===== config.mk =====
export PLATFORM = sky130hd
export DESIGN_NAME = fcb_cwf_packer
export DESIGN_NICKNAME = d
export VERILOG_FILES = /design/src/rtl/fcb_cwf_pkg.sv /design/src/rtl/fcb_cwf_sfifo.sv /design/src/rtl/fcb_cwf_packer.sv
export SDC_FILE = /design/constraint.sdc
export NUM_CORES = 1
export LEC_CHECK = 0
export CAP_MARGIN = 20
export CELL_PAD_IN_SITES_DETAIL_PLACEMENT = 1
export CELL_PAD_IN_SITES_GLOBAL_PLACEMENT = 1
export CORE_MARGIN = 3
export CORE_UTILIZATION = 40
export DETAILED_ROUTE_END_ITERATION = 6
export DONT_BUFFER_PORTS = 1
export PLACE_DENSITY_LB_ADDON = 0.1
export SETUP_SLACK_MARGIN = 0.4
export SLEW_MARGIN = 40
export SYNTH_ARGS = -nofsm -noshare
export SYNTH_HDL_FRONTEND = slang
export SYNTH_SLANG_ARGS = --single-unit

===== constraint.sdc =====
create_clock -name fcb_sys_clk -period 9.68 [get_ports fcb_sys_clk]
set_input_delay 0 -clock fcb_sys_clk [delete_from_list [all_inputs] [get_ports fcb_sys_clk]]
set_output_delay 0 -clock fcb_sys_clk [all_outputs]
set_load 0.02 [all_outputs]

===== src/rtl/fcb_cwf_pkg.sv =====
// Shared types and widths for the FRFU config-word packer.
// Lane encoding and byte/word sizes used by the packer and its FIFO.
package fcb_cwf_pkg;

    localparam int CWF_BYTE_W = 8;
    localparam int CWF_WORD_W = 32;

    typedef enum logic [1:0] {
        LANE0,
        LANE1,
        LANE2,
        LANE3
    } EN_LANE;

endpackage


===== src/rtl/fcb_cwf_sfifo.sv =====
// Single-clock first-word-fall-through FIFO of 32-bit config words.
// Read data holds the last popped word while the FIFO is empty.
module fcb_cwf_sfifo
    import fcb_cwf_pkg::*;
#(
    parameter int PAR_DEPTH = 8,
    parameter int PAR_AW    = $clog2(PAR_DEPTH)
) (
    input  logic                  clk,
    input  logic                  rst,
    input  logic                  push,
    input  logic                  pop,
    input  logic                  flush,
    input  logic [CWF_WORD_W-1:0] wdata,
    output logic [CWF_WORD_W-1:0] rdata,
    output logic [PAR_AW:0]       cnt,
    output logic                  full,
    output logic                  empty
);

    logic [CWF_WORD_W-1:0] mem [PAR_DEPTH];
    logic [CWF_WORD_W-1:0] last_q;
    logic [PAR_AW-1:0]     wr_ptr;
    logic [PAR_AW-1:0]     rd_ptr;
    logic                  pop_ok;
    logic                  push_ok;

    assign full    = (cnt == (PAR_AW+1)'(PAR_DEPTH));
    assign empty   = (cnt == '0);
    assign pop_ok  = pop & ~empty & ~flush;
    assign push_ok = push & ~flush & (~full | pop_ok);
    assign rdata   = empty ? last_q : mem[rd_ptr];

    // Storage array, written at the tail on every accepted push.
    always_ff @(posedge clk) begin
        if (push_ok) begin
            mem[wr_ptr] <= wdata;
        end
    end

    // Pointers, occupancy and the word shown once the FIFO drains.
    always_ff @(posedge clk or posedge rst) begin
        if (rst) begin
            wr_ptr <= '0;
            rd_ptr <= '0;
            cnt    <= '0;
            last_q <= '0;
        end else if (flush) begin
            wr_ptr <= '0;
            rd_ptr <= '0;
            cnt    <= '0;
        end else begin
            if (push_ok) begin
                wr_ptr <= wr_ptr + 1'b1;
            end
            if (pop_ok) begin
                rd_ptr <= rd_ptr + 1'b1;
                last_q <= mem[rd_ptr];
            end
            if (push_ok && !pop_ok) begin
                cnt <= cnt + 1'b1;
            end else if (pop_ok && !push_ok) begin
                cnt <= cnt - 1'b1;
            end
        end
    end

endmodule


===== src/rtl/fcb_cwf_packer.sv =====
// Packs the SPI config byte stream little-endian into 32-bit words.
// Completed words go to a FWFT FIFO; words with no room are dropped.
module fcb_cwf_packer
    import fcb_cwf_pkg::*;
#(
    parameter int PAR_DEPTH = 8,
    parameter int PAR_AW    = $clog2(PAR_DEPTH)
) (
    input  logic                  fcb_sys_clk,
    input  logic                  fcb_sys_rst,
    input  logic                  fssc_frfu_cwf_wr_en,
    input  logic [CWF_BYTE_W-1:0] fssc_frfu_cwf_wr_data,
    input  logic                  fcwf_flush,
    input  logic                  fcwf_rd_en,
    input  logic                  fcwf_ovf_clr,
    output logic [CWF_WORD_W-1:0] fcwf_rd_data,
    output logic                  fcwf_empty,
    output logic                  frfu_cwf_full,
    output logic [PAR_AW:0]       fcwf_word_cnt,
    output logic                  fcwf_overflow
);

    EN_LANE                lane_q;
    EN_LANE                lane_d;
    logic [23:0]           asm_q;
    logic [23:0]           asm_d;
    logic                  ovf_q;
    logic                  ovf_d;
    logic                  push;
    logic                  slot;
    logic [CWF_WORD_W-1:0] word;

    assign slot          = ~frfu_cwf_full | (fcwf_rd_en & ~fcwf_empty);
    assign word          = {fssc_frfu_cwf_wr_data, asm_q};
    assign fcwf_overflow = ovf_q;

    // Lane state, partial word and sticky overflow registers.
    always_ff @(posedge fcb_sys_clk or posedge fcb_sys_rst) begin
        if (fcb_sys_rst) begin
            lane_q <= LANE0;
            asm_q  <= '0;
            ovf_q  <= 1'b0;
        end else begin
            lane_q <= lane_d;
            asm_q  <= asm_d;
            ovf_q  <= ovf_d;
        end
    end

    // Byte placement, word commit and overflow detection.
    always_comb begin
        lane_d = lane_q;
        asm_d  = asm_q;
        ovf_d  = ovf_q;
        push   = 1'b0;
        if (fcwf_ovf_clr) begin
            ovf_d = 1'b0;
        end
        if (fcwf_flush) begin
            lane_d = LANE0;
            asm_d  = '0;
        end else if (fssc_frfu_cwf_wr_en) begin
            unique case (lane_q)
                LANE0: begin
                    asm_d[7:0] = fssc_frfu_cwf_wr_data;
                    lane_d     = LANE1;
                end
                LANE1: begin
                    asm_d[15:8] = fssc_frfu_cwf_wr_data;
                    lane_d      = LANE2;
                end
                LANE2: begin
                    asm_d[23:16] = fssc_frfu_cwf_wr_data;
                    lane_d       = LANE3;
                end
                LANE3: begin
                    lane_d = LANE0;
                    if (slot) begin
                        push = 1'b1;
                    end else begin
                        ovf_d = 1'b1;
                    end
                end
            endcase
        end
    end

    fcb_cwf_sfifo #(
        .PAR_DEPTH(PAR_DEPTH),
        .PAR_AW   (PAR_AW)
    ) u_fifo (
        .clk  (fcb_sys_clk),
        .rst  (fcb_sys_rst),
        .push (push),
        .pop  (fcwf_rd_en),
        .flush(fcwf_flush),
        .wdata(word),
        .rdata(fcwf_rd_data),
        .cnt  (fcwf_word_cnt),
        .full (frfu_cwf_full),
        .empty(fcwf_empty)
    );

endmodule


# Word-level counts from Yosys, hierarchy flattened
# Memory sizes are Yosys's and may differ from the RTL's.
# Index checks and enable logic that the tools add are counted.
# Widths: inputs -> output; s select.
# totals
reg_bits,69
ramBits,256
input_bits,14
out_inout_bits,39
word_cells,71
memories,1
# mem_list
name,words,word_bits,read_ports,rd_clocked_by_memory_dff,write_ports,line,text
u_fifo.mem,8,32,1,0,1,fcb_cwf_sfifo.sv:21,logic [CWF_WORD_W-1:0] mem [PAR_DEPTH];
# classes
n_addsub,4
n_eq_ne,4
mux,27
n_bitwise,9
reduce_logical,17
# ops
cell,n
$mux 24,2
$mux 32,1
$mux 8,3
$mux 3,4
$mux 4,3
$reduce_bool 2->1,6
$mux 1,11
$pmux 2 s4,1
$reduce_and 2->1,4
$add 3x1->3 const B,2
$add 4x1->4 const B,1
$and 1x1->1,4
$eq 2x2->1 const B,2
$eq 4x4->1 const B,1
$logic_not 4->1,1
$mux 2,2
$sub 4x1->4 const B,1
$not 1->1,3
$reduce_bool 3->1,1
$eq 2x1->1 const B,1
$logic_and 1x1->1,2
$logic_not 1->1,2
$logic_not 2->1,1
$or 1x1->1,2

# Depth between registers and ports, before layout
# Gate-level depths: netlist of the first run.
# logic_depth
word_depth,15
mapped_depth,9
mapped_depth_nobuf,9

# Hierarchy
# From an unflattened synthesis of the first run, not the netlist that was laid out.
# unflattened
hier_cells,872
area_unflattened_um2,13492.9
# modules_own_cells
module,n_inst,cells_each,area_each_um2,seq_area_each_um2
fcb_cwf_sfifo,1,741,11955.2,8738.4
fcb_cwf_packer,1,131,1537.7,675.6

# Least setup slack after synthesis of the first run
# Ideal clock, no wire load.
# synth_path
path_type,reg-to-reg
startpoint,reg lane_q[0]
endpoint,"mem u_fifo.mem[0][0], enable pin"
setup_time_ns,0.501
t_arrival_ns,4.052
t_required_ns,9.179
slack_ns,5.127
path_stages_with_launch,6
path_buffers,0
period_less_slack_ns,4.553
path_cell_list,dfrtp_1 ha_1 nand2_1 nor2_1 nand2_1 nor4_1
# synth_via
elab_chain_len,8
# synth_lines
item,line,text
start: declaration,fcb_cwf_packer.sv:23,EN_LANE lane_q;
start signal: assignment,fcb_cwf_packer.sv:44,lane_q <= lane_d;
$eq 2x2->1,fcb_cwf_packer.sv:63,unique case (lane_q)
$mux 1,fcb_cwf_packer.sv:63,
$mux 1,fcb_cwf_packer.sv:62,end else if (fssc_frfu_cwf_wr_en) begin
$mux 1,fcb_cwf_packer.sv:59,if (fcwf_flush) begin
$and 1x1->1 (2 in a row),fcb_cwf_sfifo.sv:31,assign push_ok = push & ~flush & (~full | pop_ok);
$mux 1,fcb_cwf_sfifo.sv:36,if (push_ok) begin
$mux 1 (not written as such),fcb_cwf_sfifo.sv:37,mem[wr_ptr] <= wdata;
end: declaration,fcb_cwf_sfifo.sv:21,
# Every way passes these cells.

# Worst setup path after layout of the first run
# layout_path
startpoint,reg u_fifo.cnt[1]
endpoint,reg u_fifo.cnt[3]
# layout_via
elab_chain_len,13
word_cells_on_any_way,24
cone_classes,add/sub (2); eq/ne (1); mux (7); bitwise (8); reduce/logical (6)
# layout_lines
item,line,text
start: declaration,fcb_cwf_sfifo.sv:16,"output logic [PAR_AW:0] cnt,"
start signal: assignment,fcb_cwf_sfifo.sv:61,cnt <= cnt + 1'b1;
start signal: assignment,fcb_cwf_sfifo.sv:63,cnt <= cnt - 1'b1;
$logic_not 4->1,fcb_cwf_sfifo.sv:29,assign empty = (cnt == '0);
$not 1->1,"fcb_cwf_sfifo.sv:30, fcb_cwf_packer.sv:33",
$and 1x1->1,"fcb_cwf_sfifo.sv:30, fcb_cwf_packer.sv:33",
$or 1x1->1,fcb_cwf_packer.sv:33,assign slot = ~frfu_cwf_full | (fcwf_rd_en & ~fcwf_empty);
$mux 1,fcb_cwf_packer.sv:78,if (slot) begin
$mux 1,fcb_cwf_packer.sv:63,
$mux 1,fcb_cwf_packer.sv:62,
$mux 1,fcb_cwf_packer.sv:59,
$and 1x1->1 (2 in a row),fcb_cwf_sfifo.sv:31,
$logic_and 1x1->1 or $logic_not 1->1 (tied branches),"fcb_cwf_sfifo.sv:60, fcb_cwf_sfifo.sv:62",
$mux 4 or $logic_and 1x1->1 (tied branches),"fcb_cwf_sfifo.sv:60, fcb_cwf_sfifo.sv:62",
$mux 4 or $reduce_bool 3->1 (tied branches),-,
# Several ways; a longest one is shown, not always the timed one. The select of a mux whose other input is x is not followed.
# A chain may end at the register's enable or synchronous reset.

==> impl_metrics.tcl, run 1 <==
set metrics [dict create \
    grt_pass1_wl_um 44800 \
    path_clk_slew_ns 0.06 \
    finalCritPeriodShare_pct 36.6 \
    dr.max_layer_used "met4" \
    syn-instance-count 750 \
    drive_gt1_share_pct 18.8 \
    ctsRootBufferMaster "clkbuf_16" \
    worst_setup_path_end_kind "register" \
    wl_met3_um 1060 \
    wirelength_met1_um 12800 \
    hold_class "in2reg" \
    cp-startpoint "u_fifo.cnt[1]" \
    clockBufferDepth 3 \
    period_needed_ns 3.55 \
    grt_max_degree 70 \
    p_comb_share_pct 23.1 \
    dr_wl_met2_um 14800 \
    synth_edf_count 256 \
    worst_hold_slack_ns 0.0442 \
    drt_pass1_iterations 4 \
    syn_avg_cell_area_um2 17.1 \
    die_y_um 185 \
    p_seq_share_pct 42.7 \
    arrival_ns 3.94 \
    rsz0062_at_grt "false" \
    synthFlopType "edfxtp_1" \
    synth_top_cell_by_area "edfxtp_1" \
    antenna_cells 0 \
    core_area_um2 31600 \
    yosysUniqueCellTypes 35 \
    area_growth_pct 14.2 \
    maxCapViolCount 0 \
    setup_tns_ns 0 \
    antenna_found_initial 0 \
    fin_skew_ns 0.0141 \
    drtIter0Drc 353 \
    postLayoutCoreUtil_pct 46.4 \
    fillers 2979 \
    p_sw_mw 1.22 \
    relSlewSlack_pct 46.6 \
    cts_sinks 325 \
    final_nets 801 \
    worstHoldStart "fssc_frfu_cwf_wr_en" \
    setup_viol 0 \
    gp_congestion 0.718 \
    clkPwrFrac_pct 34.2 \
    p_sw_share_pct 31.0 \
    routed_wl_um 29000 \
    grt_pass1_vias 7319 \
    yosysSeqAreaShare_pct 73.3 \
    die_area_um2 34300 \
    crit_fanout 7 \
    final_cell_mix "256 x edfxtp_1, 92 x a21oi_1, 74 x nor2_1" \
    start_util_pct 40.6 \
    worstSkewPairLatency_ns 0.51 \
    fmax_mhz 282 \
    async_flop_share_pct 21.2 \
    finalHoldViolations 0 \
    required_ns 10.07 \
    drc 0 \
    worst_pin_slew_ns 0.802 \
    ys_warn_count 0 \
    ys_seq_elements 325 \
    avgRoutedWirePerCell_um 24.0 \
    timing.rr.start "u_fifo.cnt[1]" \
    startpoint_type "register" \
    grt-ovfl-total 0 \
    finalMaxSlewViolations 0 \
    final_common_cell "edfxtp_1" \
    synth_area_um2 12900 \
    ff_latch_area_um2 9420 \
    io_buffers 0 \
    cts_tree "yes" \
    synth.area.top_cells "edfxtp_1 60%, dfrtp_1 13%, mux4_2 11%" \
    io_pins 53 \
    cts.htree.levels 2 \
    grtUsageTotal_pct 17.5 \
    p_leak_nw 4.86 \
    rows 65 \
    numCtsBuffers 37 \
    via_count 6617 \
    multi_input_area_um2 3230 \
    post-dp-hpwl_um 15600 \
    p_per_area_nw_per_um2 269 \
    synth_nets 773 \
    status "finished, final reports clean" \
    yosysTopAreaCellShare_pct 59.8 \
    viasPerCell 5.47 \
    worstSetupPathType "reg2reg" \
    ant_nets 0 \
    die_w_um 185 \
    irDropWorstVdd_v 0.000541 \
    internal_power_mw 2.72 \
]
-- through the flow --
step	area [um2]	setup slack [ns]	instances	power (mW)
2_1_floorplan	12900	5.13	750	2.47
6_report	14700	6.13	1209	3.94
3_5_place_dp	13300	6.70	1123	2.63
4_1_cts	14700	6.03	1209	4.02
3_3_place_gp	13300	6.78	1123	2.60
5_1_grt	14700	6.02	1209	4.16
-- layer usage --
layer | up-vias | GRT usage (%)
li1 | 2955 | -
met3 | 39 | 2.81
met2 | 111 | 30.5
met5 | - | 0
met1 | 3512 | 23.2
met4 | 0 | 3.72
-- flip-flops by register name, indices dropped and copies added (netlist names) --
name / flops
u_fifo.cnt: 4
asm_q: 24
u_fifo.mem: 256
u_fifo.last_q: 32
fcwf_overflow: 1
u_fifo.rd_ptr: 3
u_fifo.wr_ptr: 3
lane_q: 2
-- Yosys cell counts, types with 2 or more instances --
cell / count
nor3_1: 6
clkbuf_1: 14
nand2b_1: 2
dfrtp_1: 69
nor2_1: 77
xor2_1: 4
buf_6: 6
edfxtp_1: 256
a21o_1: 2
mux2i_1: 34
inv_1: 9
buf_1: 9
or3_1: 2
nand3_1: 30
ha_1: 8
mux4_2: 64
a21oi_1: 92
buf_2: 13
nand2_1: 35
xnor2_1: 3
-- power groups by stage --
stage | clock [mW] | combinational (mW) | sequential, mW
2_1_floorplan | 0 | 0.809 | 1.66
3_3_place_gp | 0 | 0.890 | 1.71
3_5_place_dp | 0 | 0.917 | 1.72
4_1_cts | 1.39 | 0.940 | 1.69
5_1_grt | 1.45 | 1.01 | 1.70
6_report | 1.35 | 0.912 | 1.68
-- cell families after synthesis --
logic type	Yosys count	synth area share, %
flip-flops	325	73.3
AND/OR/NAND/NOR	159	5.26
AO/OA/AOI/OAI	99	4.07
multiplexers	99	14.0
buffers and inverters	52	2.03
adder cells (fa/ha/maj)	9	0.935
XOR/XNOR	7	0.477
-- path summary, 6_finish.rpt --
check,end,slack [ns],cells past startpoint
max,u_fifo.cnt[3],6.13,10
min,asm_q[11],0.04,3
max reg2reg,u_fifo.cnt[3],6.13,10
min reg2reg,u_fifo.last_q[10],0.53,2
max in group asynchronous,u_fifo.rd_ptr[0],8.97,3
min in group asynchronous,u_fifo.last_q[19],0.14,3
-- final cells by class --
class | instances | share of cell area [%]
Sequential cell | 325 | 64.2
Multi-Input combinational cell | 373 | 22.0
Clock buffer | 53 | 7.21
Tap cell | 402 | 3.43
Timing Repair Buffer | 32 | 2.03
Clock inverter | 15 | 0.878
Inverter | 9 | 0.239
-- critical path, cell delays in order, from the launching register on --
cell	delay, ns
dfrtp_1	0.51
or3_4	0.47
mux2_4	0.33
or3_1	0.36
ha_1	0.29
a21o_1	0.11
a21oi_1	0.11
or3_1	0.40
a31oi_1	0.21
a21oi_1	0.09
dlygate4sd3_1	0.55
-- what timing repair did --
| item | 4_1_cts | 5_1_grt |
|---|---|---|
| buffers inserted | 0 | 0 |
| resized for setup | 0 | 0 |
| hold buffers | 18 | 0 |
| endpoints found under the hold margin | 179 | 0 |
| endpoints found under the setup margin | 0 | 0 |
Power figures use the tool's default switching activity.
==> inputs of run 2 (changes only) <==
==> constraint.sdc (replaced) <==
create_clock -name fcb_sys_clk -period 3.2 [get_ports fcb_sys_clk]
set_input_delay 0 -clock fcb_sys_clk [delete_from_list [all_inputs] [get_ports fcb_sys_clk]]
set_output_delay 0 -clock fcb_sys_clk [all_outputs]
set_load 0.02 [all_outputs]
==> impl_metrics.tcl, run 2 (synthesis gave the netlist of run 1 again) <==
set metrics [dict create \
    status "finished, final reports clean" \
    final_common_cell "edfxtp_1" \
    grt_pass1_wl_um 46100 \
    area_growth_pct 20.3 \
    final_cell_mix "256 x edfxtp_1, 74 x nor2_1, 71 x a21oi_1" \
    grt_pass1_vias 7565 \
    io_pins 53 \
    path_clk_slew_ns 0.06 \
    drtIter0Drc 371 \
    start_util_pct 40.6 \
    cts.htree.levels 2 \
    grtUsageTotal_pct 18.2 \
    rsz0062_at_grt "true" \
    ctsRootBufferMaster "clkbuf_16" \
    worst_pin_slew_ns 0.867 \
    postLayoutCoreUtil_pct 48.9 \
    avgRoutedWirePerCell_um 24.0 \
    maxCapViolCount 0 \
    top_regs "u_fifo.mem (256), u_fifo.last_q (32), asm_q (24)" \
    drt_pass1_iterations 4 \
    ant_nets 0 \
    startpoint_type "register" \
    worstSkewPairLatency_ns 0.50 \
    finalHoldViolations 0 \
    p_leak_nw 5.12 \
    relSlewSlack_pct 42.2 \
    io_buffers 0 \
    via_count 6907 \
    irDropWorstVdd_v 0.000568 \
    required_ns 3.63 \
    fmax_mhz 352 \
    ff_latch_area_um2 9420 \
    worst_hold_slack_ns 0.00238 \
    cts_sinks 325 \
    antenna_cells 0 \
    die_area_um2 34300 \
    largest_register "u_fifo.mem" \
    hold_class "in2async" \
    fin_skew_ns 0.00883 \
    largest_register_ffs 256 \
    worst_setup_path_end_kind "register" \
    stdcell_count 1262 \
    setup_viol 0 \
    fillers 2947 \
    arrival_ns 3.27 \
    place_inst 1128 \
    finalMaxSlewViolations 0 \
    grt_max_degree 69 \
    die_w_um 185 \
    drc 0 \
    period_needed_ns 2.84 \
    setup_tns_ns 0 \
    finalCritPeriodShare_pct 88.9 \
    crit_fanout 6 \
    drive_gt1_share_pct 21.3 \
    viasPerCell 5.47 \
    post-dp-hpwl_um 16400 \
    numCtsBuffers 36 \
    gp_congestion 0.724 \
    antenna_found_initial 0 \
    grt-ovfl-total 0 \
    clockBufferDepth 3 \
    routed_wl_um 30300 \
    cts_tree "yes" \
    worstSetupPathType "reg2reg" \
    core_area_um2 31600 \
    multi_input_area_um2 3360 \
    p_per_area_nw_per_um2 784 \
    final_nets 857 \
    die_y_um 185 \
    rows 65 \
]
[run 2: cell types whose count changed in the layout (fill, tap and decap cells not counted), sizes merged]
cell         delta
clkbuf          -3
dlygate4sd3    +51
buf             +6
inv             -2
clkinv          -2
clkinvlp        +3
[run 2: per-stage QoR]
step / cell area, um2 / setup WS (ns) / power, mW
2_1_floorplan: 12900 / -0.515 / 7.47
3_3_place_gp: 13500 / 0.393 / 7.93
3_5_place_dp: 13500 / 0.197 / 8.05
4_1_cts: 15300 / 0.301 / 12.1
5_1_grt: 15500 / 0.295 / 12.7
6_report: 15500 / 0.357 / 12.1
[run 2: area by class of cell]
cell class | instances | area share (%)
multi-input combinational | 373 | 21.8
inverter | 9 | 0.251
clock buffer | 50 | 6.50
timing repair buffer | 89 | 6.46
tap | 402 | 3.25
clock inverter | 14 | 0.818
sequential | 325 | 61.0
[run 2: timing repair]
item,4_1_cts,5_1_grt
setup buffers,0,1
gates resized for setup,4,23
hold buffers,69,0
setup endpoints to repair,2,35
pin swaps,2,1
hold endpoints to repair,180,0
[run 2: routing by layer]
metal  up-vias  GRT usage [%]  share of wire [%]
li1       3059              -                  -
met1      3682           23.7                 43
met2       118           31.4                 50
met3        48           3.10                3.6
met4         0           5.40                2.7
met5         -              0                  0
[run 2: path summary, 6_finish.rpt]
check	endpoint	start	cells after the start	slack [ns]
max	u_fifo.cnt[3]	u_fifo.cnt[2]	9	0.36
min	u_fifo.last_q[15]	fcb_sys_rst	2	0.002
max reg2reg	u_fifo.cnt[3]	u_fifo.cnt[2]	9	0.36
min reg2reg	u_fifo.last_q[7]	u_fifo.last_q[7]	2	0.53
max in group asynchronous	u_fifo.rd_ptr[0]	fcb_sys_rst	3	2.40
min in group fcb_sys_clk	u_fifo.rd_ptr[1]	fcwf_flush	2	0.11
[run 2: critical path: stages (launching register included)]
cell	delay [ns]
dfrtp_2	0.49
or3_4	0.37
mux2_4	0.33
or3_4	0.37
ha_4	0.28
a21o_1	0.13
a21oi_2	0.08
or3_4	0.39
a21o_1	0.19
a21oi_1	0.13
[run 2: power breakdown]
part / total [mW] / switching, mW / leakage [nW] / internal, mW
Combinational: 3.15 / 1.99 / 1.35 / 1.16
Clock: 3.93 / 1.57 / 0.551 / 2.36
Sequential: 5.04 / 0.245 / 3.22 / 4.79
Total: 12.1 / 3.81 / 5.12 / 8.30
==> inputs of run 3 (changes only) <==
--- a/config.mk
+++ b/config.mk
@@ -10,6 +10,7 @@
 export CELL_PAD_IN_SITES_GLOBAL_PLACEMENT = 1
 export CORE_MARGIN = 3
 export CORE_UTILIZATION = 40
+export CTS_CLUSTER_SIZE = 14
 export DETAILED_ROUTE_END_ITERATION = 6
 export DONT_BUFFER_PORTS = 1
 export PLACE_DENSITY_LB_ADDON = 0.1
==> constraint.sdc (replaced) <==
create_clock -name fcb_sys_clk -period 3.3 [get_ports fcb_sys_clk]
set_input_delay 0 -clock fcb_sys_clk [delete_from_list [all_inputs] [get_ports fcb_sys_clk]]
set_output_delay 0 -clock fcb_sys_clk [all_outputs]
set_load 0.02 [all_outputs]
==> impl_metrics.tcl, run 3 (synthesis gave the netlist of run 1 again) <==
set metrics [dict create \
    finalMaxSlewViolations 0 \
    routed_wl_um 30200 \
    final_nets 850 \
    finalCritPeriodShare_pct 89.5 \
    crit_fanout 7 \
    cts_sinks 325 \
    cts_tree "yes" \
    antenna_cells 0 \
    top_regs "u_fifo.mem (256), u_fifo.last_q (32), asm_q (24)" \
    drc 0 \
    die_w_um 185 \
    largest_register "u_fifo.mem" \
    finalHoldViolations 1 \
    crit_path_top_delay_cell "dfrtp_2" \
    rows 65 \
    p_per_area_nw_per_um2 765 \
    period_needed_ns 2.95 \
    clockBufferDepth 3 \
    p_leak_nw 5.08 \
    worst_setup_path_end_kind "register" \
    antenna_found_initial 0 \
    die_area_um2 34300 \
    violations "negative hold slack" \
    grt_max_degree 69 \
    slowest_delay_ns 0.50 \
    gp_congestion 0.725 \
    arrival_ns 3.39 \
    via_count 6853 \
    setup_viol 0 \
    largest_register_ffs 256 \
    fmax_mhz 339 \
    finalPower_mw 11.7 \
    ctsRootBufferMaster "clkbuf_16" \
    avgRoutedWirePerCell_um 24.1 \
    grt-ovfl-total 0 \
    post-dp-hpwl_um 16200 \
    crit_buf_inv 0 \
    worstSkewPairLatency_ns 0.52 \
    worst_pin_slew_ns 0.739 \
    viasPerCell 5.46 \
    crit_family "simple AND/OR/NAND/NOR gates" \
    setup_tns_ns 0 \
    grtUsageTotal_pct 18.3 \
    drt_pass1_iterations 6 \
    worstSetupPathType "reg2reg" \
    final_common_cell "edfxtp_1" \
    fin_skew_ns 0.0284 \
    status "complete, but fails checks" \
    crit_path_cell_trace "or3_4 -> mux2_4 -> or3_4 -> ha_4 -> a21o_1 -> a21oi_4 -> or3_4 -> a21o_1 -> a21oi_1" \
    maxCapViolCount 0 \
    drive_gt1_share_pct 18.7 \
    final_cell_mix "256 x edfxtp_1, 91 x a21oi_1, 74 x nor2_1" \
    io_buffers 0 \
    core_area_um2 31600 \
    cpMostUsedCell "or3_4" \
    required_ns 3.74 \
    die_y_um 185 \
    start_util_pct 40.6 \
    grt_pass1_wl_um 46700 \
    io_pins 53 \
    worst_hold_slack_ns -0.0238 \
    area_growth_pct 18.8 \
    startpoint_type "register" \
    path_clk_slew_ns 0.06 \
    rsz0062_at_grt "true" \
    hold_class "in2reg" \
    grt_pass1_vias 7557 \
    ant_nets 0 \
    relSlewSlack_pct 50.7 \
    irDropWorstVdd_v 0.000802 \
    drtIter0Drc 417 \
    numCtsBuffers 36 \
    cts.htree.levels 2 \
]
-- run 3: changes by cell type in the layout (fill, tap and decap cells not counted), sizes merged --
cell | before | now
dlygate4sd3 | 67 | 61
clkinvlp | 3 | 1
buf | 22 | 21
clkbuf | 50 | 54
inv | 8 | 10
clkinv | 10 | 7
-- run 3: per-layer routing --
metal | track usage [%] | up-vias | wire length, um
li1 | - | 3041 | -
met1 | 24.0 | 3680 | 13100
met2 | 32.3 | 99 | 15800
met3 | 2.79 | 33 | 907
met4 | 3.84 | 0 | 440
met5 | 0 | - | 0
-- run 3: tightest hold or removal path, stage by stage --
cell and delay (ns):
mux2_4 0.13, buf_4 0.11, o21ai_4 0.07, nor2_1 0.09, a211oi_1 0.06
-- run 3: area by class of cell --
type / instances / area, um2
Fill cell: 2946 / 16400
Sequential cell: 325 / 9420
Multi-Input combinational cell: 373 / 3280
Clock buffer: 54 / 1020
Timing Repair Buffer: 82 / 888
Tap cell: 402 / 503
Clock inverter: 11 / 114
Inverter: 9 / 35.0
-- run 3: path summary, 6_finish.rpt --
check / start / endpoint / slack (ns) / cells past startpoint
worst max register to register: u_fifo.cnt[1] / u_fifo.cnt[3] / 0.35 / 9
max in group asynchronous: fcb_sys_rst / u_fifo.rd_ptr[0] / 2.23 / 3
worst min-delay path: fcwf_rd_en / u_fifo.cnt[1] / -0.02 / 5
min in group asynchronous: fcb_sys_rst / u_fifo.last_q[17] / 0.03 / 2
worst min register to register: u_fifo.last_q[18] / u_fifo.last_q[18] / 0.53 / 2
worst max-delay path: u_fifo.cnt[1] / u_fifo.cnt[3] / 0.35 / 9
-- run 3: where the power goes --
part	total, mW	switching, mW	internal (mW)
registers	4.90	0.252	4.65
logic	2.92	1.83	1.09
clock network	3.85	1.55	2.30
total	11.7	3.64	8.04
-- run 3: metrics by stage --
stage | area, um2 | instances | setup WS (ns) | hold slack, ns | util, %
after floorplan | 12900 | 750 | -0.415 | 0.0927 | -
after global placement | 13400 | 1125 | 0.423 | -0.00852 | 42.4
after detailed placement | 13400 | 1125 | 0.261 | 0.0111 | 42.4
after CTS | 15200 | 1252 | 0.393 | -0.266 | 48.1
after global routing | 15300 | 1256 | 0.310 | 0.0195 | 48.3
final | 15300 | 1256 | 0.347 | -0.0238 | 48.3
-- run 3: what timing repair did --
action / 4_1_cts / 5_1_grt
setup buffers: 1 / 3
gates resized for setup: 5 / 5
hold buffers: 61 / 1
hold endpoints to repair: 141 / 3
pin swaps: 2 / 8
setup endpoints to repair: 1 / 61
